==> config.mk <==
export PLATFORM = sky130hd
export DESIGN_NAME = audio_sample_sequencer_flat
export DESIGN_NICKNAME = d
export VERILOG_FILES = /design/src/rtl/audio_sample_sequencer_pkg.sv /design/src/rtl/audio_sample_sequencer_if.sv /design/src/rtl/audio_sample_sequencer_fifo.sv /design/src/rtl/audio_sample_sequencer.sv /design/src/flat_wrapper.sv
export SDC_FILE = /design/constraint.sdc
export NUM_CORES = 1
export LEC_CHECK = 0
export BUFFER_PORTS_ARGS = -buffer_cell sky130_fd_sc_hd__buf_2
export CORE_UTILIZATION = 50
export DETAILED_ROUTE_END_ITERATION = 8
export PLACE_DENSITY_LB_ADDON = 0.08
export SYNTH_ARGS = -nofsm -noshare
export SYNTH_HDL_FRONTEND = slang
export SYNTH_SLANG_ARGS = --single-unit
==> constraint.sdc <==
create_clock -name CLK -period 3.75 [get_ports CLK]
set_input_delay 0.375 -clock CLK [delete_from_list [all_inputs] [get_ports CLK]]
set_output_delay 0.375 -clock CLK [all_outputs]
set_load 0.01 [all_outputs]
==> src/rtl/audio_sample_sequencer_pkg.sv <==
// Shared definitions for the audio sample sequencer: default widths, FSM state
// encoding and the hold-counter width helper.
package audio_seq_pkg;

    localparam int ADDR_W_DEF = 26;
    localparam int DATA_W_DEF = 16;

    localparam logic [1:0] ST_IDLE = 2'd0;
    localparam logic [1:0] ST_LOAD = 2'd1;
    localparam logic [1:0] ST_HOLD = 2'd2;

    typedef enum logic [1:0] {
        IDLE = ST_IDLE,
        LOAD = ST_LOAD,
        HOLD = ST_HOLD
    } seq_state_e;

    // Bits needed to count 0 .. cycles-1, never less than one.
    function automatic int hold_cnt_w(input int cycles);
        return (cycles > 1) ? $clog2(cycles) : 1;
    endfunction

endpackage

==> src/rtl/audio_sample_sequencer_if.sv <==
// Sample-in / memory-interface bus of the audio sample sequencer.
// master = sequencer side, slave = source / memory side.
interface audio_sample_sequencer_if
    import audio_seq_pkg::*;
#(
    parameter int ADDR_W = ADDR_W_DEF,
    parameter int DATA_W = DATA_W_DEF
);
    logic [DATA_W-1:0] sample_in;
    logic              sample_valid;
    logic              mem_status;
    logic [DATA_W-1:0] mem_read_out;
    logic [ADDR_W-1:0] addr_out;
    logic [DATA_W-1:0] data_out;

    modport master (
        input  sample_in, sample_valid, mem_status, mem_read_out,
        output addr_out, data_out
    );

    modport slave (
        output sample_in, sample_valid, mem_status, mem_read_out,
        input  addr_out, data_out
    );
endinterface

==> src/rtl/audio_sample_sequencer_fifo.sv <==
// sample_fifo: synchronous FIFO with flush; a push into a full FIFO is accepted
// when a pop happens in the same cycle.
module sample_fifo #(
    parameter int DATA_W = 16,
    parameter int DEPTH  = 8
) (
    input  logic                     CLK,
    input  logic                     reset,
    input  logic                     flush,
    input  logic                     push,
    input  logic                     pop,
    input  logic [DATA_W-1:0]        din,
    output logic [DATA_W-1:0]        dout,
    output logic                     full,
    output logic                     empty,
    output logic [$clog2(DEPTH):0]   count
);
    localparam int              PW       = $clog2(DEPTH);
    localparam logic [PW:0]     FULL_CNT = (PW+1)'(DEPTH);
    localparam logic [PW-1:0]   PTR_ONE  = {{(PW-1){1'b0}}, 1'b1};

    logic [DATA_W-1:0] mem_r [DEPTH];
    logic [PW-1:0]     rd_ptr_r;
    logic [PW-1:0]     wr_ptr_r;
    logic [PW:0]       count_r;
    logic              pop_ok_s;
    logic              push_ok_s;

    assign full      = (count_r == FULL_CNT);
    assign empty     = (count_r == {(PW+1){1'b0}});
    assign count     = count_r;
    assign dout      = mem_r[rd_ptr_r];
    assign pop_ok_s  = pop && !empty;
    assign push_ok_s = push && (!full || pop_ok_s);

    // Storage array, written on accepted pushes only.
    always_ff @(posedge CLK) begin
        if (push_ok_s) begin
            mem_r[wr_ptr_r] <= din;
        end
    end

    // Pointer and occupancy bookkeeping.
    always_ff @(posedge CLK) begin
        if (!reset || flush) begin
            rd_ptr_r <= {PW{1'b0}};
            wr_ptr_r <= {PW{1'b0}};
            count_r  <= {(PW+1){1'b0}};
        end else begin
            if (push_ok_s) wr_ptr_r <= wr_ptr_r + PTR_ONE;
            if (pop_ok_s)  rd_ptr_r <= rd_ptr_r + PTR_ONE;
            case ({push_ok_s, pop_ok_s})
                2'b10:   count_r <= count_r + {{PW{1'b0}}, 1'b1};
                2'b01:   count_r <= count_r - {{PW{1'b0}}, 1'b1};
                default: count_r <= count_r;
            endcase
        end
    end
endmodule

==> src/rtl/audio_sample_sequencer.sv <==
// Buffers audio samples and presents them with sequential RAM addresses to the
// DDR2 memory interface. Optional readback check: AUDIO_SEQ_READBACK_VERIFY_EN.
module audio_sample_sequencer
    import audio_seq_pkg::*;
#(
    parameter int              ADDR_W      = ADDR_W_DEF,
    parameter int              DATA_W      = DATA_W_DEF,
    parameter int              FIFO_DEPTH  = 8,
    parameter int              HOLD_CYCLES = 16,
    parameter logic [ADDR_W-1:0] MAX_ADDR  = {ADDR_W{1'b1}}
) (
    input  logic                      CLK,
    input  logic                      reset,
    input  logic                      rec_start,
    input  logic                      rec_enable,
    audio_sample_sequencer_if.master  bus,
    output logic [ADDR_W-1:0]         rec_length,
    output logic                      busy,
    output logic                      full,
    output logic                      overflow,
    output logic [7:0]                err_count
);
    localparam int            CW        = hold_cnt_w(HOLD_CYCLES);
    localparam logic [CW-1:0] HOLD_LAST = CW'(HOLD_CYCLES - 1);
    localparam logic [ADDR_W-1:0] ADDR_ONE = {{(ADDR_W-1){1'b0}}, 1'b1};

    seq_state_e        state_r;
    logic [CW-1:0]     hold_cnt_r;
    logic [ADDR_W-1:0] wptr_r;
    logic [ADDR_W-1:0] addr_r;
    logic [DATA_W-1:0] data_r;
    logic [ADDR_W-1:0] rec_length_r;
    logic              full_r;
    logic              overflow_r;

    logic                       push_req_s;
    logic                       pop_s;
    logic                       commit_s;
    logic                       drop_s;
    logic [DATA_W-1:0]          fifo_dout_s;
    logic                       fifo_full_s;
    logic                       fifo_empty_s;
    logic [$clog2(FIFO_DEPTH):0] fifo_count_s;

    // Push/pop/commit qualification for the current cycle.
    always_comb begin
        push_req_s = bus.sample_valid && rec_enable && !full_r;
        pop_s      = (state_r == IDLE) && !fifo_empty_s && !full_r;
        commit_s   = (state_r == HOLD) && bus.mem_status && (hold_cnt_r == HOLD_LAST);
        drop_s     = push_req_s && fifo_full_s && !pop_s;
    end

    sample_fifo #(
        .DATA_W (DATA_W),
        .DEPTH  (FIFO_DEPTH)
    ) u_fifo (
        .CLK   (CLK),
        .reset (reset),
        .flush (rec_start),
        .push  (push_req_s),
        .pop   (pop_s),
        .din   (bus.sample_in),
        .dout  (fifo_dout_s),
        .full  (fifo_full_s),
        .empty (fifo_empty_s),
        .count (fifo_count_s)
    );

    // Sequencer FSM: pop -> one LOAD cycle -> HOLD until enough ready cycles.
    always_ff @(posedge CLK) begin
        if (!reset || rec_start) begin
            state_r      <= IDLE;
            hold_cnt_r   <= {CW{1'b0}};
            wptr_r       <= {ADDR_W{1'b0}};
            addr_r       <= {ADDR_W{1'b0}};
            data_r       <= {DATA_W{1'b0}};
            rec_length_r <= {ADDR_W{1'b0}};
            full_r       <= 1'b0;
            overflow_r   <= 1'b0;
        end else begin
            if (drop_s) overflow_r <= 1'b1;
            case (state_r)
                IDLE: begin
                    if (pop_s) begin
                        data_r  <= fifo_dout_s;
                        addr_r  <= wptr_r;
                        state_r <= LOAD;
                    end
                end
                LOAD: begin
                    hold_cnt_r <= {CW{1'b0}};
                    state_r    <= HOLD;
                end
                HOLD: begin
                    if (commit_s) begin
                        rec_length_r <= wptr_r + ADDR_ONE;
                        if (wptr_r == MAX_ADDR) full_r <= 1'b1;
                        else                    wptr_r <= wptr_r + ADDR_ONE;
                        state_r <= IDLE;
                    end else if (bus.mem_status) begin
                        hold_cnt_r <= hold_cnt_r + {{(CW-1){1'b0}}, 1'b1};
                    end
                end
                default: state_r <= IDLE;
            endcase
        end
    end

`ifdef AUDIO_SEQ_READBACK_VERIFY_EN
    logic [7:0] err_r;

    // Saturating count of readback values that differ from the written sample.
    always_ff @(posedge CLK) begin
        if (!reset || rec_start) begin
            err_r <= 8'h00;
        end else if (commit_s && (bus.mem_read_out != data_r) && (err_r != 8'hFF)) begin
            err_r <= err_r + 8'h01;
        end
    end

    assign err_count = err_r;
`else
    logic unused_rb_s;
    assign unused_rb_s = ^bus.mem_read_out;
    assign err_count   = 8'h00;
`endif

    assign bus.addr_out = addr_r;
    assign bus.data_out = data_r;
    assign rec_length   = rec_length_r;
    assign full         = full_r;
    assign overflow     = overflow_r;
    assign busy         = (state_r != IDLE) || (fifo_count_s != {($clog2(FIFO_DEPTH)+1){1'b0}});
endmodule

==> src/flat_wrapper.sv <==
// flat-port wrapper written by rule: the top's interface ports become plain ports
module audio_sample_sequencer_flat import audio_seq_pkg::*;
#(
    parameter int              ADDR_W      = ADDR_W_DEF,
    parameter int              DATA_W      = DATA_W_DEF,
    parameter int              FIFO_DEPTH  = 8,
    parameter int              HOLD_CYCLES = 16,
    parameter logic [ADDR_W-1:0] MAX_ADDR  = {ADDR_W{1'b1}}
)
  (CLK, reset, rec_start, rec_enable, rec_length, busy, full, overflow, err_count, bus_sample_in, bus_sample_valid, bus_mem_status, bus_mem_read_out, bus_addr_out, bus_data_out);
  audio_sample_sequencer_if #(.ADDR_W(ADDR_W), .DATA_W(DATA_W)) bus_i ();
  input  logic CLK;
  input  logic reset;
  input  logic rec_start;
  input  logic rec_enable;
  output logic [ADDR_W-1:0] rec_length;
  output logic busy;
  output logic full;
  output logic overflow;
  output logic [7:0] err_count;
  input wire logic [$bits(bus_i.sample_in)-1:0] bus_sample_in;
  input wire logic [$bits(bus_i.sample_valid)-1:0] bus_sample_valid;
  input wire logic [$bits(bus_i.mem_status)-1:0] bus_mem_status;
  input wire logic [$bits(bus_i.mem_read_out)-1:0] bus_mem_read_out;
  output wire logic [$bits(bus_i.addr_out)-1:0] bus_addr_out;
  output wire logic [$bits(bus_i.data_out)-1:0] bus_data_out;
  assign bus_i.sample_in = bus_sample_in;
  assign bus_i.sample_valid = bus_sample_valid;
  assign bus_i.mem_status = bus_mem_status;
  assign bus_i.mem_read_out = bus_mem_read_out;
  assign bus_addr_out = bus_i.addr_out;
  assign bus_data_out = bus_i.data_out;
  audio_sample_sequencer #(.ADDR_W(ADDR_W), .DATA_W(DATA_W), .FIFO_DEPTH(FIFO_DEPTH), .HOLD_CYCLES(HOLD_CYCLES), .MAX_ADDR(MAX_ADDR)) u_core (.CLK(CLK), .reset(reset), .rec_start(rec_start), .rec_enable(rec_enable), .bus(bus_i), .rec_length(rec_length), .busy(busy), .full(full), .overflow(overflow), .err_count(err_count));
endmodule
Word-level counts from Yosys, hierarchy flattened
Memory sizes are Yosys's and may differ from the RTL's. A register that Yosys moved wholly into a read port is not among the register bits.
Cells that the tools add are included.
{"block": "op_classes", "n_addsub": 6, "n_mul": 0, "div": 0, "magnitude_cmp": 0, "n_eq_ne": 11, "n_shift": 0, "muxes": 9, "bitwise": 1, "reduce_logical": 30}
{"operator": "26-bit by 1-bit adder with 26-bit output (second input constant)", "n": 1}
{"operator": "26-bit == test (second input constant)", "n": 1}
{"operator": "4-bit one-hot mux with 2 select lines", "n": 2}
{"operator": "1-bit logical AND", "n": 10}
{"operator": "3-bit AND reduction", "n": 3}
{"operator": "4-bit by 1-bit adder with 4-bit output (second input constant)", "n": 2}
{"operator": "4-bit == test (second input constant)", "n": 2}
{"operator": "4-bit two-way mux", "n": 2}
{"operator": "3-bit by 1-bit adder with 3-bit output (second input constant)", "n": 2}
{"operator": "2-bit != test (second input constant)", "n": 3}
{"operator": "2-bit one-hot mux with 3 select lines", "n": 1}
{"operator": "2-bit AND reduction", "n": 3}
{"operator": "2-bit nonzero test", "n": 3}
{"operator": "1-bit zero test", "n": 5}
{"operator": "2-bit by 1-bit == test with 1-bit output (second input constant)", "n": 2}
{"operator": "2-bit == test (second input constant)", "n": 2}
{"operator": "4-bit zero test", "n": 1}
{"operator": "2-bit two-way mux", "n": 2}
{"operator": "4-bit nonzero test", "n": 1}
{"operator": "4-bit by 1-bit subtractor with 4-bit output (second input constant)", "n": 1}
{"operator": "1-bit logical OR", "n": 3}
{"operator": "2-bit zero test", "n": 1}
{"operator": "1-bit two-way mux", "n": 2}
{"operator": "2-bit by 1-bit != test with 1-bit output (second input constant)", "n": 1}
{"operator": "1-bit inverter", "n": 1}
{"block": "word_totals", "ff_bits": 96, "latchBits": 0, "ramBits": 128, "rom_bits": 0, "input_bits": 38, "output_inout_bits": 79, "word_cells": 68, "mem_count": 1}
{"name": "u_core.u_fifo.mem_r", "depth": 8, "word_bits": 16, "rd": 1, "rd_clocked_by_memory_dff": 1, "write_ports": 1, "line": "audio_sample_sequencer_fifo.sv:22", "rtl": "logic [DATA_W-1:0] mem_r [DEPTH];"}

Longest topological paths before layout
{"block": "depth", "word_depth": 9, "depth_mapped": 8, "ltp_nobuf": 8}

Modules after synthesis
From an unflattened synthesis, not the netlist that was laid out.
{"block": "unflattened", "hier_cells": 802, "hier_area_um2": 10054.6}
{"module": "sample_fifo", "instances": 1, "cells_each": 271, "area_each_um2": 5655.4, "seq_area_each_um2": 4103.9}
{"module": "audio_sample_sequencer", "instances": 1, "cells_each": 531, "area_each_um2": 4399.2, "seq_area_each_um2": 2042.0}

Worst setup path before layout
OpenSTA, ideal clock, no wires.
{"block": "synth_path", "path_type": "register to register", "startpoint": "reg u_core.full_r (netlist: u_core.full)", "endpoint": "mem u_core.u_fifo.mem_r[0][0], enable pin", "setup_time_ns": 0.430, "arrival_time_ns": 2.687, "t_required_ns": 3.320, "setup_slack_ns": 0.633, "path_stages_with_launch": 4, "path_buffers": 0, "synth_period_minus_slack_ns": 3.117, "path_cell_list": "dfxtp_1 nor3_1 o21ai_0 nor4_1"}
{"block": "synth_between", "elab_chain_cells": 7, "elab_cells_between_ends": 8, "classes_between": "mux (2); reduce/logical (6)"}
{"element": "start: declaration", "line": "audio_sample_sequencer.sv:33", "rtl": "logic full_r;"}
{"element": "start signal: assignment", "line": "audio_sample_sequencer.sv:78", "rtl": "full_r <= 1'b0;"}
{"element": "start signal: assignment", "line": "audio_sample_sequencer.sv:97", "rtl": "if (wptr_r == MAX_ADDR) full_r <= 1'b1;"}
{"element": "1-bit zero test *", "line": "audio_sample_sequencer.sv:47, audio_sample_sequencer.sv:48"}
{"element": "1-bit logical AND", "line": "audio_sample_sequencer.sv:48", "rtl": "pop_s = (state_r == IDLE) && !fifo_empty_s && !full_r;"}
{"element": "1-bit logical AND", "line": "audio_sample_sequencer_fifo.sv:33", "rtl": "assign pop_ok_s = pop && !empty;"}
{"element": "1-bit logical OR", "line": "audio_sample_sequencer_fifo.sv:34", "rtl": "assign push_ok_s = push && (!full || pop_ok_s);"}
{"element": "1-bit logical AND *", "line": "audio_sample_sequencer_fifo.sv:34"}
{"element": "1-bit two-way mux *", "line": "audio_sample_sequencer_fifo.sv:38", "rtl": "if (push_ok_s) begin"}
{"element": "1-bit two-way mux (not written as such) *", "line": "audio_sample_sequencer_fifo.sv:39", "rtl": "mem_r[wr_ptr_r] <= din;"}
{"element": "end: declaration", "line": "audio_sample_sequencer_fifo.sv:22"}
Mark *: on every way between the ends. The rest lies on a longest branch, timed or not.

Final worst setup path
{"block": "layout_path", "startpoint": "reg u_core.wptr_r[0]", "endpoint": "reg u_core.wptr_r[21]"}
{"block": "layout_between", "elab_chain_cells": 3, "elab_cells_between_ends": 4, "classes_between": "add/sub (1); eq/ne (1); bitwise (1); reduce/logical (1)"}
{"element": "start: declaration", "line": "audio_sample_sequencer.sv:29", "rtl": "logic [ADDR_W-1:0] wptr_r;"}
{"element": "start signal: assignment", "line": "audio_sample_sequencer.sv:74", "rtl": "wptr_r <= {ADDR_W{1'b0}};"}
{"element": "start signal: assignment", "line": "audio_sample_sequencer.sv:98", "rtl": "else wptr_r <= wptr_r + ADDR_ONE;"}
{"element": "branches (longest 3 deep; another with 26-bit by 1-bit adder with 26-bit output)"}
Several ways; the timed one is not identified.
A chain may end at the register's enable or synchronous reset.

==> flow_summary.yaml <==
critical_path:
  cp_data_required_time_ns: 4.18
  crit_path_start_kind: "flip-flop"
  critPathMaxFanout: 33
  timing_worst_setup_path_type: "reg2reg"
  critical_path.endpoint_type: "flip-flop"
  worst_path_arrival_time_ns: 3.16
logic_synthesis:
  synth_area_mm2: 0.00959
  yosysWarningCount: 0
  ys_types: 53
  synth_enable_flop_cells: 128
  yosysSeqAreaShare_pct: 63.4
  syn_avg_cell_area_um2: 12.6
  postSynthCellCount: 762
  ys_seq_elements: 240
  fraction_of_registers_with_async_set_or_reset_after_synthesis_pct: 0
  synth-main-ff-cell: "sky130_fd_sc_hd__edfxtp_1"
finish:
  flow.area_growth_from_synthesis_pct: 16.8
  mostFrequentLayoutCell: "sky130_fd_sc_hd__edfxtp_1"
  layout-drive-gt1-share_pct: 24.0
  final_cell_mix: "128 x sky130_fd_sc_hd__edfxtp_1, 110 x sky130_fd_sc_hd__dfxtp_1, 92 x sky130_fd_sc_hd__buf_2, 85 x sky130_fd_sc_hd__nand2_1, 67 x sky130_fd_sc_hd__a21oi_1"
  final_util_pct: 59.7
  layout.nets: 885
route:
  ant_nets: 0
  detail_route.drc_violations: 0
  drt_first_pass_iters: 5
  vias: 6121
  detail_route.wl_per_cell_um: 18.0
  wirelength_um: 19800
  drt_first_iter_violations: 321
  vias_per_cell: 5.58
cts:
  htree_num_levels: 1
  numClockSinks: 240
  clock_tree.root_cell: "sky130_fd_sc_hd__clkbuf_16"
  cts.clk_slew.worst_paths_ns: 0.06
  number_of_resized_instances_in_the_post_cts_repair_step: 0
  hold_buffers: 0
  clock_path_buffers: 3
  clock_insertion_delay_at_the_later_pin_of_the_skew_report_ns: 0.53
  number_of_buffers_created_by_cts: 26
  postCtsSetupBuffers: 0
  tritoncts: "built"
global_route:
  grt_pass1_wl_um: 31500
  antenna_found_initial: 0
  largest_net_degree_at_the_start_of_global_routing: 97
  residual_overflow_from_global_routing: 0
  via_count_of_the_first_global_routing_pass: 6005
  grt.total_usage_pct: 20.3
placement:
  dpl.hpwl_um: 12300
  gp_congestion: 0.818
  port_bufs: 92
die:
  dieArea_mm2: 0.0197
  fp-row-count: 50
  chipHeight_um: 141
  floorplan.die.width_um: 141
  core_mm2: 0.0188
  design.portCount: 117
  initial_core_util_pct: 51.1
pwr:
  design_power_total_w: 0.00572
  power_share_of_the_combinational_group_pct: 4.0
  static-leakage-power_nw: 3.73
  switching_share_pct: 20.8
  internal_power_component_w: 0.00453
  power.density_cell_area_mw_per_mm2: 510
  netSwitchingPower_w: 0.00119
  power.share.sequential_pct: 49.1
  highest_ir_drop_seen_on_vdd_mv: 0.479
  p_clk_share_pct: 46.9
sta:
  final-max-slew-violation-count: 0
  totalNegativeSetupSlack_ns: 0
  layout_min_cycle_time_ns: 2.73
  achievable-frequency_ghz: 0.366
  finalCritPeriodShare_pct: 72.8
  setup-violations-final: 0
  final_hold_viol_count: 0
  hold_ws_ns: 0.112
  finClkSkew_ns: 0.0198
  worst-slew-pin-transition_ns: 1.11
  grt_setup_unrepaired: "no"
  timing.max_slew.rel_slack_pct: 25.9
job:
  cap_viol_max_count: 0
min_path:
  timing.hold.worst.class: "in2reg"
status:
  result_of_the_run: "complete, no violations"
## kinds of logic (layout without fill, tap and decap cells)
family | count (synthesis) | in the layout | share of synthesized area, %
fa+ha+maj | 5 | 5 | 0.652
compound gates | 140 | 140 | 8.50
other cells | 1 | 9 | 0.0391
mux | 49 | 49 | 9.30
simple gates | 228 | 228 | 11.7
buf+inv | 61 | 154 | 2.86
xor+xnor | 38 | 38 | 3.47
flops | 240 | 240 | 63.4
## sequential cells by signal, indices dropped and copies added (netlist names), 2 cells and up
signal and cells:
u_core.bus.data_out 16, u_core.u_fifo.mem_r 128, u_core.u_fifo.rd_ptr_r 3, u_core.rec_length 26, u_core.hold_cnt_r 4, u_core.bus.addr_out 26, u_core.state_r 2, u_core.u_fifo.count 4
u_core.wptr_r 26, u_core.u_fifo.wr_ptr_r 3
## layout make-up
cell class | count | area [um2]
fill | 1533 | 7560
sequential | 240 | 6090
multi-input combinational | 468 | 3320
clock buffer | 39 | 823
timing repair buffer | 103 | 556
tap | 234 | 293
clock inverter | 9 | 114
inverter | 3 | 11.3
antenna | 1 | 2.50
## per-layer routing
metal / routed length [um] / GRT usage, %
met4: 481 / 5.84
met3: 709 / 3.11
met2: 9930 / 35.0
met1: 8660 / 26.8
met5: 0 / 0
## synthesized netlist by cell type (2+ instances only)
| library cell | number | area, um2 |
|---|---|---|
| sky130_fd_sc_hd__a211oi_1 | 27 | 203 |
| sky130_fd_sc_hd__a21o_1 | 2 | 15.0 |
| sky130_fd_sc_hd__a21oi_1 | 67 | 335 |
| sky130_fd_sc_hd__a41oi_1 | 2 | 17.5 |
| sky130_fd_sc_hd__and3b_1 | 2 | 17.5 |
| sky130_fd_sc_hd__and4_1 | 3 | 26.3 |
| sky130_fd_sc_hd__buf_2 | 6 | 30.0 |
| sky130_fd_sc_hd__buf_4 | 8 | 60.1 |
| sky130_fd_sc_hd__clkbuf_1 | 42 | 158 |
| sky130_fd_sc_hd__dfxtp_1 | 112 | 2240 |
| sky130_fd_sc_hd__edfxtp_1 | 128 | 3840 |
| sky130_fd_sc_hd__ha_1 | 5 | 62.6 |
| sky130_fd_sc_hd__inv_1 | 3 | 11.3 |
| sky130_fd_sc_hd__mux2i_1 | 16 | 160 |
| sky130_fd_sc_hd__mux4_2 | 32 | 721 |
| sky130_fd_sc_hd__nand2_1 | 85 | 319 |
| sky130_fd_sc_hd__nand2b_1 | 5 | 31.3 |
| sky130_fd_sc_hd__nand3_1 | 10 | 50.1 |
| sky130_fd_sc_hd__nand3_2 | 3 | 30.0 |
| sky130_fd_sc_hd__nand3b_1 | 3 | 22.5 |
| sky130_fd_sc_hd__nand4_1 | 10 | 62.6 |
| sky130_fd_sc_hd__nor2_1 | 58 | 218 |
| sky130_fd_sc_hd__nor2b_1 | 2 | 12.5 |
| sky130_fd_sc_hd__nor3_1 | 12 | 60.1 |
| sky130_fd_sc_hd__nor4_1 | 3 | 18.8 |
| sky130_fd_sc_hd__nor4_2 | 2 | 25.0 |
| sky130_fd_sc_hd__o21ai_0 | 31 | 155 |
| sky130_fd_sc_hd__o31ai_1 | 4 | 30.0 |
| sky130_fd_sc_hd__or2_2 | 2 | 12.5 |
| sky130_fd_sc_hd__or3_1 | 16 | 100 |
| sky130_fd_sc_hd__or3_4 | 2 | 22.5 |
| sky130_fd_sc_hd__or4_1 | 2 | 15.0 |
| sky130_fd_sc_hd__xnor2_1 | 19 | 166 |
| sky130_fd_sc_hd__xor2_1 | 19 | 166 |
## stage by stage
step                      cells  cell area, um2  setup WS (ns)
after floorplan             769            9620          0.633
after global placement     1048           10300           1.13
after detailed placement   1048           10300           1.01
after CTS                  1096           11200          0.991
after global routing       1096           11200          0.692
final                      1097           11200           1.02
## power by group through the flow
stage	Clock [W]	Sequential, W	Combinational [W]
floorplan	0	0.00286	0.000156
CTS	0.00274	0.00281	0.000235
finish	0.00268	0.00281	0.000230
detailed placement	0	0.00286	0.000233
global route	0.00284	0.00281	0.000255
global placement	0	0.00286	0.000225
## worst max-delay path, stage by stage, from the launching register on
cell	delay, ns
sky130_fd_sc_hd__dfxtp_1	0.45
sky130_fd_sc_hd__ha_1	0.26
sky130_fd_sc_hd__nand3_2	0.17
sky130_fd_sc_hd__nor4_4	0.60
sky130_fd_sc_hd__a21o_1	0.77
sky130_fd_sc_hd__o21ai_0	0.23
sky130_fd_sc_hd__a21oi_1	0.15
## worst paths after layout
check,start,endpoint,slack (ns),depth (start not counted)
worst min register to register,u_core.bus.addr_out[8],u_core.bus.addr_out[8],0.45,2
worst max-delay path,u_core.wptr_r[0],u_core.wptr_r[21],1.02,6
worst min-delay path,bus_sample_in[15],u_core.u_fifo.mem_r[4][15],0.11,1
worst max register to register,u_core.wptr_r[0],u_core.wptr_r[21],1.02,6
Power figures use the tool's default switching activity.
